**config.mk**
```make
export PLATFORM = sky130hd
export DESIGN_NAME = screen_bus_seq
export DESIGN_NICKNAME = d
export VERILOG_FILES = /design/src/rtl/screen_bus_seq.sv
export SDC_FILE = /design/constraint.sdc
export NUM_CORES = 1
export LEC_CHECK = 0
export ABC_AREA = 1
export CAP_MARGIN = 10
export CORE_ASPECT_RATIO = 1.75
export CORE_UTILIZATION = 35
export CTS_BUF_LIST = sky130_fd_sc_hd__clkbuf_2
export DETAILED_ROUTE_END_ITERATION = 10
export PLACE_DENSITY = 0.78
export SETUP_SLACK_MARGIN = 0.15
export SYNTH_ARGS = -nofsm -noshare
export SYNTH_HDL_FRONTEND = slang
export SYNTH_SLANG_ARGS = --single-unit
export TNS_END_PERCENT = 5
```
**constraint.sdc**
```tcl
create_clock -name clk -period 3.7 [get_ports clk]
set_input_delay 0.37 -clock clk [delete_from_list [all_inputs] [get_ports clk]]
set_output_delay 0.37 -clock clk [all_outputs]
set_load 0.01 [all_outputs]
```
**src/rtl/screen_bus_seq.sv**
```systemverilog
// Z88 screen sequencer: clock-enable divider, one-hot 3-phase cycle, grey/flash timebases and screen/CPU bus arbitration.
// Optional macro LCD_PHASE_SYNC_EN: lcdon only changes on the ph2->ph0 clk_ena so an SBA LSB/MSB pair is never split.
module screen_bus_seq #(
  parameter int CLK_DIV  = 4,
  parameter int T5_TICKS = 16384,
  parameter int FLS_DIV  = 200
) (
  input  logic        clk,
  input  logic        rin,
  input  logic        lcdon_req,
  output logic        lcdon,
  output logic        clk_ena,
  output logic [2:0]  clk_ph,
  output logic [2:0]  clk_ph_adv,
  output logic        t_5ms,
  output logic        t_1s,
  input  logic [21:0] scr_va,
  input  logic [21:0] cpu_a,
  input  logic        cpu_req,
  input  logic        cpu_we,
  output logic        cpu_ack,
  output logic        cpu_wait,
  output logic [21:0] mem_a,
  output logic        mem_we,
  output logic        mem_owner
);

  localparam int DW  = (CLK_DIV  > 1) ? $clog2(CLK_DIV)  : 1;
  localparam int T5W = (T5_TICKS > 1) ? $clog2(T5_TICKS) : 1;
  localparam int FLW = (FLS_DIV  > 1) ? $clog2(FLS_DIV)  : 1;

  localparam logic [DW-1:0]  DIV_LAST = DW'(CLK_DIV - 1);
  localparam logic [DW-1:0]  ADV_AT   = DW'(CLK_DIV / 2 - 1);
  localparam logic [T5W-1:0] T5_LAST  = T5W'(T5_TICKS - 1);
  localparam logic [FLW-1:0] FL_LAST  = FLW'(FLS_DIV - 1);

  logic [DW-1:0]  r_div;
  logic           r_clk_ena;
  logic [2:0]     r_ph;
  logic [2:0]     r_ph_adv;
  logic [T5W-1:0] r_t5_cnt;
  logic [FLW-1:0] r_t1_cnt;
  logic           r_t_5ms;
  logic           r_t_1s;
  logic           r_lcdon;
  logic           r_cpu_ack;

  logic [DW-1:0]  w_div_nxt;
  logic           w_mem_owner;
  logic           w_lcd_upd;

  assign w_div_nxt   = (r_div == DIV_LAST) ? '0 : r_div + DW'(1);
  assign w_mem_owner = ~r_lcdon | r_ph[2];

`ifdef LCD_PHASE_SYNC_EN
  assign w_lcd_upd = r_clk_ena & r_ph[2];
`else
  assign w_lcd_upd = r_clk_ena;
`endif

  // clk_ena is registered from the next count so it is high while r_div == CLK_DIV-1;
  // the advanced phase then turns CLK_DIV/2 clocks ahead of clk_ph.
  always_ff @(posedge clk) begin
    if (rin) begin
      r_div     <= '0;
      r_clk_ena <= 1'b0;
      r_ph      <= 3'b001;
      r_ph_adv  <= 3'b001;
      r_t5_cnt  <= '0;
      r_t1_cnt  <= '0;
      r_t_5ms   <= 1'b0;
      r_t_1s    <= 1'b0;
      r_lcdon   <= 1'b0;
      r_cpu_ack <= 1'b0;
    end else begin
      r_div     <= w_div_nxt;
      r_clk_ena <= (w_div_nxt == DIV_LAST);

      if (r_clk_ena)
        r_ph <= {r_ph[1:0], r_ph[2]};
      if (r_div == ADV_AT)
        r_ph_adv <= {r_ph_adv[1:0], r_ph_adv[2]};

      if (r_clk_ena) begin
        if (r_t5_cnt == T5_LAST) begin
          r_t5_cnt <= '0;
          r_t_5ms  <= ~r_t_5ms;
          if (r_t1_cnt == FL_LAST) begin
            r_t1_cnt <= '0;
            r_t_1s   <= ~r_t_1s;
          end else begin
            r_t1_cnt <= r_t1_cnt + FLW'(1);
          end
        end else begin
          r_t5_cnt <= r_t5_cnt + T5W'(1);
        end
      end

      if (w_lcd_upd)
        r_lcdon <= lcdon_req;

      r_cpu_ack <= r_clk_ena & w_mem_owner & cpu_req;
    end
  end

  assign clk_ena    = r_clk_ena;
  assign clk_ph     = r_ph;
  assign clk_ph_adv = r_ph_adv;
  assign t_5ms      = r_t_5ms;
  assign t_1s       = r_t_1s;
  assign lcdon      = r_lcdon;
  assign cpu_ack    = r_cpu_ack;

  assign mem_owner = w_mem_owner;
  assign mem_a     = w_mem_owner ? cpu_a : scr_va;
  assign mem_we    = w_mem_owner & cpu_req & cpu_we;
  assign cpu_wait  = cpu_req & ~w_mem_owner;

endmodule

```
Word level (Yosys, flattened, before mapping)
Index checks and enable logic that the tools add are counted.
{"block": "op_classes", "n_addsub": 3, "n_mul": 0, "div_mod_pow": 0, "order_cmp": 0, "eq_ne": 5, "n_shift": 0, "n_mux": 4, "bitwise": 10, "reduce_logical": 2}
{"cell": "$mux W22", "count": 1}
{"cell": "$add A14 B1 Y14 const B", "count": 1}
{"cell": "$eq A14 B14 Y1 const B", "count": 1}
{"cell": "$mux W14", "count": 1}
{"cell": "$add A8 B1 Y8 const B", "count": 1}
{"cell": "$eq A8 B8 Y1 const B", "count": 1}
{"cell": "$mux W8", "count": 1}
{"cell": "$and A1 B1 Y1", "count": 5}
{"cell": "$eq A2 B2 Y1 const B", "count": 2}
{"cell": "$not A1 Y1", "count": 4}
{"cell": "$reduce_and A3 Y1", "count": 1}
{"cell": "$add A2 B1 Y2 const B", "count": 1}
{"cell": "$eq A2 B1 Y1 const B", "count": 1}
{"cell": "$mux W2", "count": 1}
{"cell": "$reduce_and A2 Y1", "count": 1}
{"cell": "$or A1 B1 Y1", "count": 1}
{"block": "totals", "ff_bits": 35, "latch_bits": 0, "ramBits": 0, "mem_bits_ro": 0, "inputBits": 49, "out_inout_bits": 36, "word_cells": 34, "memories": 0}

Logic depth before layout (Yosys ltp)
Gate-level depths: netlist of the first run.
{"block": "depth", "ltp_word": 4, "ltp_mapped": 10, "mapped_depth_nobuf": 10}

Least setup slack after synthesis of the first run
OpenSTA, ideal clock, no wires.
{"block": "synth_path", "path_type": "flip-flop to output port", "from": "reg r_lcdon (netlist: lcdon)", "to": "out cpu_wait", "arrival_ns": 1.262, "required_ns": 3.330, "slack_ns": 2.068, "stages_incl_launch_ff": 6, "n_path_buf": 1, "cell_sequence": "dfxtp_1 inv_1 nor2_1 inv_1 buf_1 nor2_1"}
{"block": "synth_via", "elab_chain_len": 4}
{"element": "start, declared", "line_no": "45", "rtl": "logic r_lcdon;"}
{"element": "start signal, assigned", "line_no": "100", "rtl": "r_lcdon <= lcdon_req;"}
{"element": "$not A1 Y1", "line_no": "53", "rtl": "assign w_mem_owner = ~r_lcdon | r_ph[2];"}
{"element": "$or A1 B1 Y1", "line_no": "53"}
{"element": "via mem_owner", "line_no": "25", "rtl": "output logic mem_owner"}
{"element": "$not A1 Y1", "line_no": "117", "rtl": "assign cpu_wait = cpu_req & ~w_mem_owner;"}
{"element": "$and A1 B1 Y1", "line_no": "117"}
{"element": "end, declared", "line_no": "22", "rtl": "output logic cpu_wait,"}
The timed path passes the listed nets, and every way through them passes these cells.

Worst setup path after layout of the first run
{"block": "layout_path", "from": "reg r_lcdon (netlist: lcdon)", "to": "out mem_a[9]"}
{"block": "layout_via", "elab_chain_len": 3}
{"element": "$not A1 Y1", "line_no": "53"}
{"element": "$or A1 B1 Y1", "line_no": "53"}
{"element": "$mux W22", "line_no": "115", "rtl": "assign mem_a = w_mem_owner ? cpu_a : scr_va;"}
{"element": "end, declared", "line_no": "23", "rtl": "output logic [21:0] mem_a,"}
Every way passes these cells.

==> metrics.cfg, run 1 <==
[power]
sequentialPowerShare_pct=46.9
power.switching_mw=0.2292
ir_worst_vdd_mv=0.1277
clock_power_share_pct=29.5
total_power_mw=0.8521
power.leakage_nw=1.391
internal_power_mw=0.6229
swShare_pct=26.90
power_frac_comb_pct=23.6
p_per_area_mw_per_mm2=287.1

[timing]
layout_setup_ws_ns=1.013
max_slew_margin_pct=56.53
max_freq_ghz=0.3721
drv_slew=0
skew_ns=0.02173
rsz0062_at_grt=false
layout_min_cycle_time_ns=2.687
finalSetupViolCount=0
fin_setup_tns_ns=0
hold_viol_final=0
max_slew.worst_pin.slew_ns=0.6514
timing.hold.ws_ns=0.4915
post-route-period-util_pct=72.63

[placed_design]
dp_hpwl_um=4065
numPortBuffers=84
pre_cts_slack_ns=1.438
gp_congestion=0.8129

[synthesis]
synthesis.area_mm2=0.001994
synth-xor-area-share_pct=1.317
synth_mux_area_share_pct=0
syn_inst=326
syn_area_per_cell_um2=6.118
synth.distinct_cells=28
yosysWarnings=0
synthesis.nets=380
synth_compound_area_share_pct=4.705
synth_simple_gate_area_share_pct=47.18
ys_seq_elements=35
synth_top_family_by_area=simple AND/OR/NAND/NOR gates
synth_fa_ha_area_share_pct=3.137
seq_area_frac_synth_pct=35.13

[clock_network]
insertion_delay_ns=0.39
clk_pin_slew_ns=0.19
postCtsSetupBuffers=0
post_cts_resized=0
cts_buffers=5
ctsLongestPathBuffers=2
holdBufCountCts=0
cts_sinks=35
cts-root-buf=clkbuf_2
htreeDepth=2
tritoncts=built

[drt]
drtIter0Drc=38
remaining_drc_errors=1
wire_per_inst_um=10.45
drtAntennaViolNets=0
drt_wl_total_um=5099
vias=2267
vias_per_cell=4.645
dr.pass1.iters=7

[global_route]
grt_pass1_vias=2313
gr-total-overflow=0
grt_usage_pct=18.71
grt_start_max_net_pins=26
grt_pass1_wl_um=8707
antenna_found_initial=0

[floorplan]
num_rows=36
num_io_pins=85
dieArea_mm2=0.006016
die_w_um=59.06
initial_core_util_pct=36.00
coreArea_mm2=0.005540
die_y_um=101.9

[setup_path]
crit_arrival_ns=2.32
crit_path_start=lcdon
criticalPathCategory=reg2out
critPathMaxFanout=25
start_kind=flip-flop
required_ns=3.33
rr_startpoint=clk_ena
r2r_slack_ns=2.14
cp-end-kind=output pin

[finish]
layout.nets=465
multi_input_area_mm2=0.001124
post-route-util_pct=53.57
regArea_um2=700.7
final_cell_mix=nand2_1 (139), clkdlybuf4s50_1 (84), nor2_1 (50), dfxtp_1 (35), inv_1 (33)
antenna_cells=0
syn2layout_area_growth_pct=48.81
drive_gt1_share_pct=5.583
fillers=537
layout.cells.most_common=nand2_1

[outcome]
violations=design-rule violations
status=finished, violations left

[min_path]
hold_path.class=reg2reg
hold_start=lcdon

[flow_run]
maxCapViolCount=0

-- Yosys cell counts, drive strengths merged --
cell type	number	area [um2]
nand2	143	556.8
nor2	57	255.2
dfxtp	35	700.7
inv	35	131.4
nand3	13	65.06
a21oi	8	43.79
o21ai	7	35.03
nor3	6	30.03
ha	5	62.56
clkbuf	4	15.01
buf	3	23.76
nand4	2	12.51
o21bai	2	15.01
xor2	2	17.52
nand3b	1	7.510
nor3b	1	7.510
nor4	1	6.260
xnor2	1	8.760
-- metal layers --
metal | track usage (%) | up-vias | wire, um | share of wire, %
li1 | - | 1162 | - | -
met5 | 0 | - | 0 | 0
met2 | 36.19 | 91 | 2742 | 54
met4 | 10.07 | 0 | 104 | 2.0
met3 | 6.203 | 7 | 439 | 8.6
met1 | 16.12 | 1007 | 1812 | 36
-- cells by family (layout without fill, tap and decap cells) --
| logic type | count (synthesis) | in the layout |
|---|---|---|
| DFF | 35 | 35 |
| and+or+nand+nor | 224 | 224 |
| buffers and inverters | 42 | 128 |
| AOI/OAI and AO/OA | 17 | 17 |
| xor gates and xnor gates | 3 | 3 |
| adders and majority gates | 5 | 5 |
-- critical path: stages, from the launching register on --
cell and delay, ns:
dfxtp_1 0.35, inv_1 0.06, nor2_1 0.04, buf_4 0.21, inv_1 0.51, nand2_1 0.12
nand2_1 0.09, clkdlybuf4s50_1 0.54
-- cell type report --
cell class              count  share of cell area [%]
clock buffers               5                  0.8432
inverters                  35                   4.427
multi-input cells         249                   37.86
well taps                  76                   3.204
repair buffers             85                   28.58
clock inverters             3                   1.476
flip-flops and latches     35                   23.61
-- per-stage QoR --
step	area [um2]	cells
after global placement	2899	480
final	2968	488
after CTS	2968	488
after global routing	2968	488
after detailed placement	2899	480
after floorplan	1994	326
-- state kept, by name (all words and copies together), names as in the netlist --
signal	count
t_1s	1
clk_ph_adv	3
clk_ena	1
clk_ph	3
t_5ms	1
r_t1_cnt	8
r_div	2
lcdon	1
cpu_ack	1
r_t5_cnt	14
-- power groups by stage --
stage	registers [mW]	logic [mW]	clock network, mW
finish	0.400	0.201	0.251
global route	0.403	0.221	0.271
CTS	0.400	0.204	0.256
detailed placement	0.408	0.202	0
global placement	0.407	0.201	0
floorplan	0.410	0.0699	0
-- path summary, 6_finish.rpt --
check	end	cells after the start
max	mem_a[9]	7
min	lcdon	2
max reg2reg	r_t5_cnt[9]	7
min reg2reg	lcdon	2
(Power assumes the default switching activity.)
==> run 2: changes to the inputs <==
==> constraint.sdc (replaced) <==
create_clock -name clk -period 2.7 [get_ports clk]
set_input_delay 0.27 -clock clk [delete_from_list [all_inputs] [get_ports clk]]
set_output_delay 0.27 -clock clk [all_outputs]
set_load 0.01 [all_outputs]
==> metrics.cfg, run 2 (synthesis results as in run 1) <==
[timing]
fin_setup_tns_ns=0
max_freq_ghz=0.4265
max_slew_margin_pct=56.70
layout_min_cycle_time_ns=2.345
max_slew.worst_pin.slew_ns=0.6488
rsz0062_at_grt=true
hold_viol_final=0
layout_setup_ws_ns=0.3552
drv_slew=0
post-route-period-util_pct=86.84
finalSetupViolCount=0
skew_ns=0.02497

[clock_network]
htreeDepth=2
cts_buffers=5
holdBufCountCts=0
cts_sinks=35
postCtsSetupBuffers=0
insertion_delay_ns=0.39
clk_pin_slew_ns=0.18
ctsLongestPathBuffers=2
cts-root-buf=clkbuf_2
tritoncts=built

[setup_path]
crit_arrival_ns=2.07
start_kind=flip-flop
r2r_slack_ns=1.17
rr_endpoint=r_t1_cnt[7]
criticalPathCategory=reg2out
critPathMaxFanout=24
crit_end=mem_a[8]
rr_startpoint=r_t5_cnt[0]
crit_path_start=lcdon
reg2reg_depth=8
cp-end-kind=output pin
required_ns=2.43

[drt]
drt_wl_total_um=5105
drtIter0Drc=45
vias=2249
dr.pass1.iters=7
drtAntennaViolNets=0
vias_per_cell=4.599
remaining_drc_errors=1
wire_per_inst_um=10.44

[power]
sequentialPowerShare_pct=51.6
swShare_pct=28.86
internal_power_mw=0.7553
ir_worst_vdd_mv=0.2450
power.switching_mw=0.3064
total_power_mw=1.062
power.leakage_nw=1.377
power_frac_comb_pct=26.1
p_per_area_mw_per_mm2=360.3
clock_power_share_pct=22.4

[floorplan]
die_y_um=101.9
initial_core_util_pct=36.00
coreArea_mm2=0.005540
dieArea_mm2=0.006016
die_w_um=59.06
num_rows=36
num_io_pins=85

[placed_design]
numPortBuffers=84
pre_cts_slack_ns=0.7500
gp_congestion=0.8225
dpl.cell_count=481
dp_hpwl_um=4171

[global_route]
grt_usage_pct=19.14
grt_pass1_wl_um=8997
grt_pass1_vias=2303
antenna_found_initial=0
grt_start_max_net_pins=25
gr-total-overflow=0

[finish]
drive_gt1_share_pct=5.327
antenna_cells=0
top_register=r_t5_cnt
regArea_um2=700.7
final_cell_mix=nand2_1 (139), clkdlybuf4s50_1 (84), nor2_1 (50), dfxtp_1 (35), inv_1 (33)
layout.cells.most_common=nand2_1
layout.nets=466
fillers=561
largestRegisters=r_t5_cnt: 14 flops, r_t1_cnt: 8 flops
largest_reg_flops=14
final_cells=489
multi_input_area_mm2=0.001124
syn2layout_area_growth_pct=47.74

[min_path]
hold_path.class=in2reg

[outcome]
status=finished, violations left
violations=design-rule violations

[flow_run]
maxCapViolCount=0

==> run 2: cell count changes in the layout (fill, tap and decap cells not counted), sizes merged <==
cell,change
clkinvlp,+1
bufinv,-1
buf,+1
==> run 2: per-stage QoR <==
stage                     instance area [um2]  utilization, %  hold slack [ns]
final                                    2947           53.18           0.4625
after global routing                     2947           53.18           0.4775
after CTS                                2947           53.18           0.4532
after detailed placement                 2907           52.46           0.4767
after global placement                   2907           52.46           0.4695
after floorplan                          1994               -           0.3485
==> run 2: cell type report <==
| type | instances | share of cell area, % |
|---|---|---|
| well taps | 76 | 3.227 |
| flip-flops and latches | 35 | 23.78 |
| clock inverters | 3 | 0.5096 |
| clock buffers | 5 | 0.8493 |
| inverters | 35 | 4.459 |
| repair buffers | 86 | 29.04 |
| multi-input cells | 249 | 38.13 |
==> run 2: critical path: stages (launching register included) <==
cell             delay (ns)
dfxtp_1                0.35
inv_1                  0.07
nor2_1                 0.05
inv_1                  0.48
nand2_1                0.12
nand2_1                0.09
clkdlybuf4s50_1        0.54
==> run 2: how the worst min path moves through the flow <==
stage	slack (ns)	depth (start not counted)	startpoint	to
5_1_grt	0.48	3	cpu_req	cpu_ack
3_5_place_dp	0.48	2	lcdon	lcdon
3_3_place_gp	0.47	1	r_div[0]	r_div[0]
6_report	0.46	3	cpu_req	cpu_ack
4_1_cts	0.45	3	cpu_req	cpu_ack
2_1_floorplan	0.35	1	rin	cpu_ack
==> run 2: layer usage <==
layer	vias up	share of wire, %	GRT usage, %
li1	1158	-	-
met1	998	37	18.27
met2	87	53	37.15
met3	6	8.3	6.329
met4	0	1.4	5.861
met5	-	0	0
==> run 2: repair_timing <==
| item | CTS | global route |
|---|---|---|
| resized for setup | 0 | 0 |
| hold endpoints to repair | 0 | 0 |
| endpoints found under the setup margin | 0 | 5 |
==> run 2: power groups by stage <==
stage,sequential (mW),combinational (mW),clock [mW]
global route,0.551,0.305,0.265
CTS,0.548,0.281,0.241
global placement,0.558,0.276,0
finish,0.548,0.277,0.237
detailed placement,0.559,0.280,0
floorplan,0.561,0.0958,0
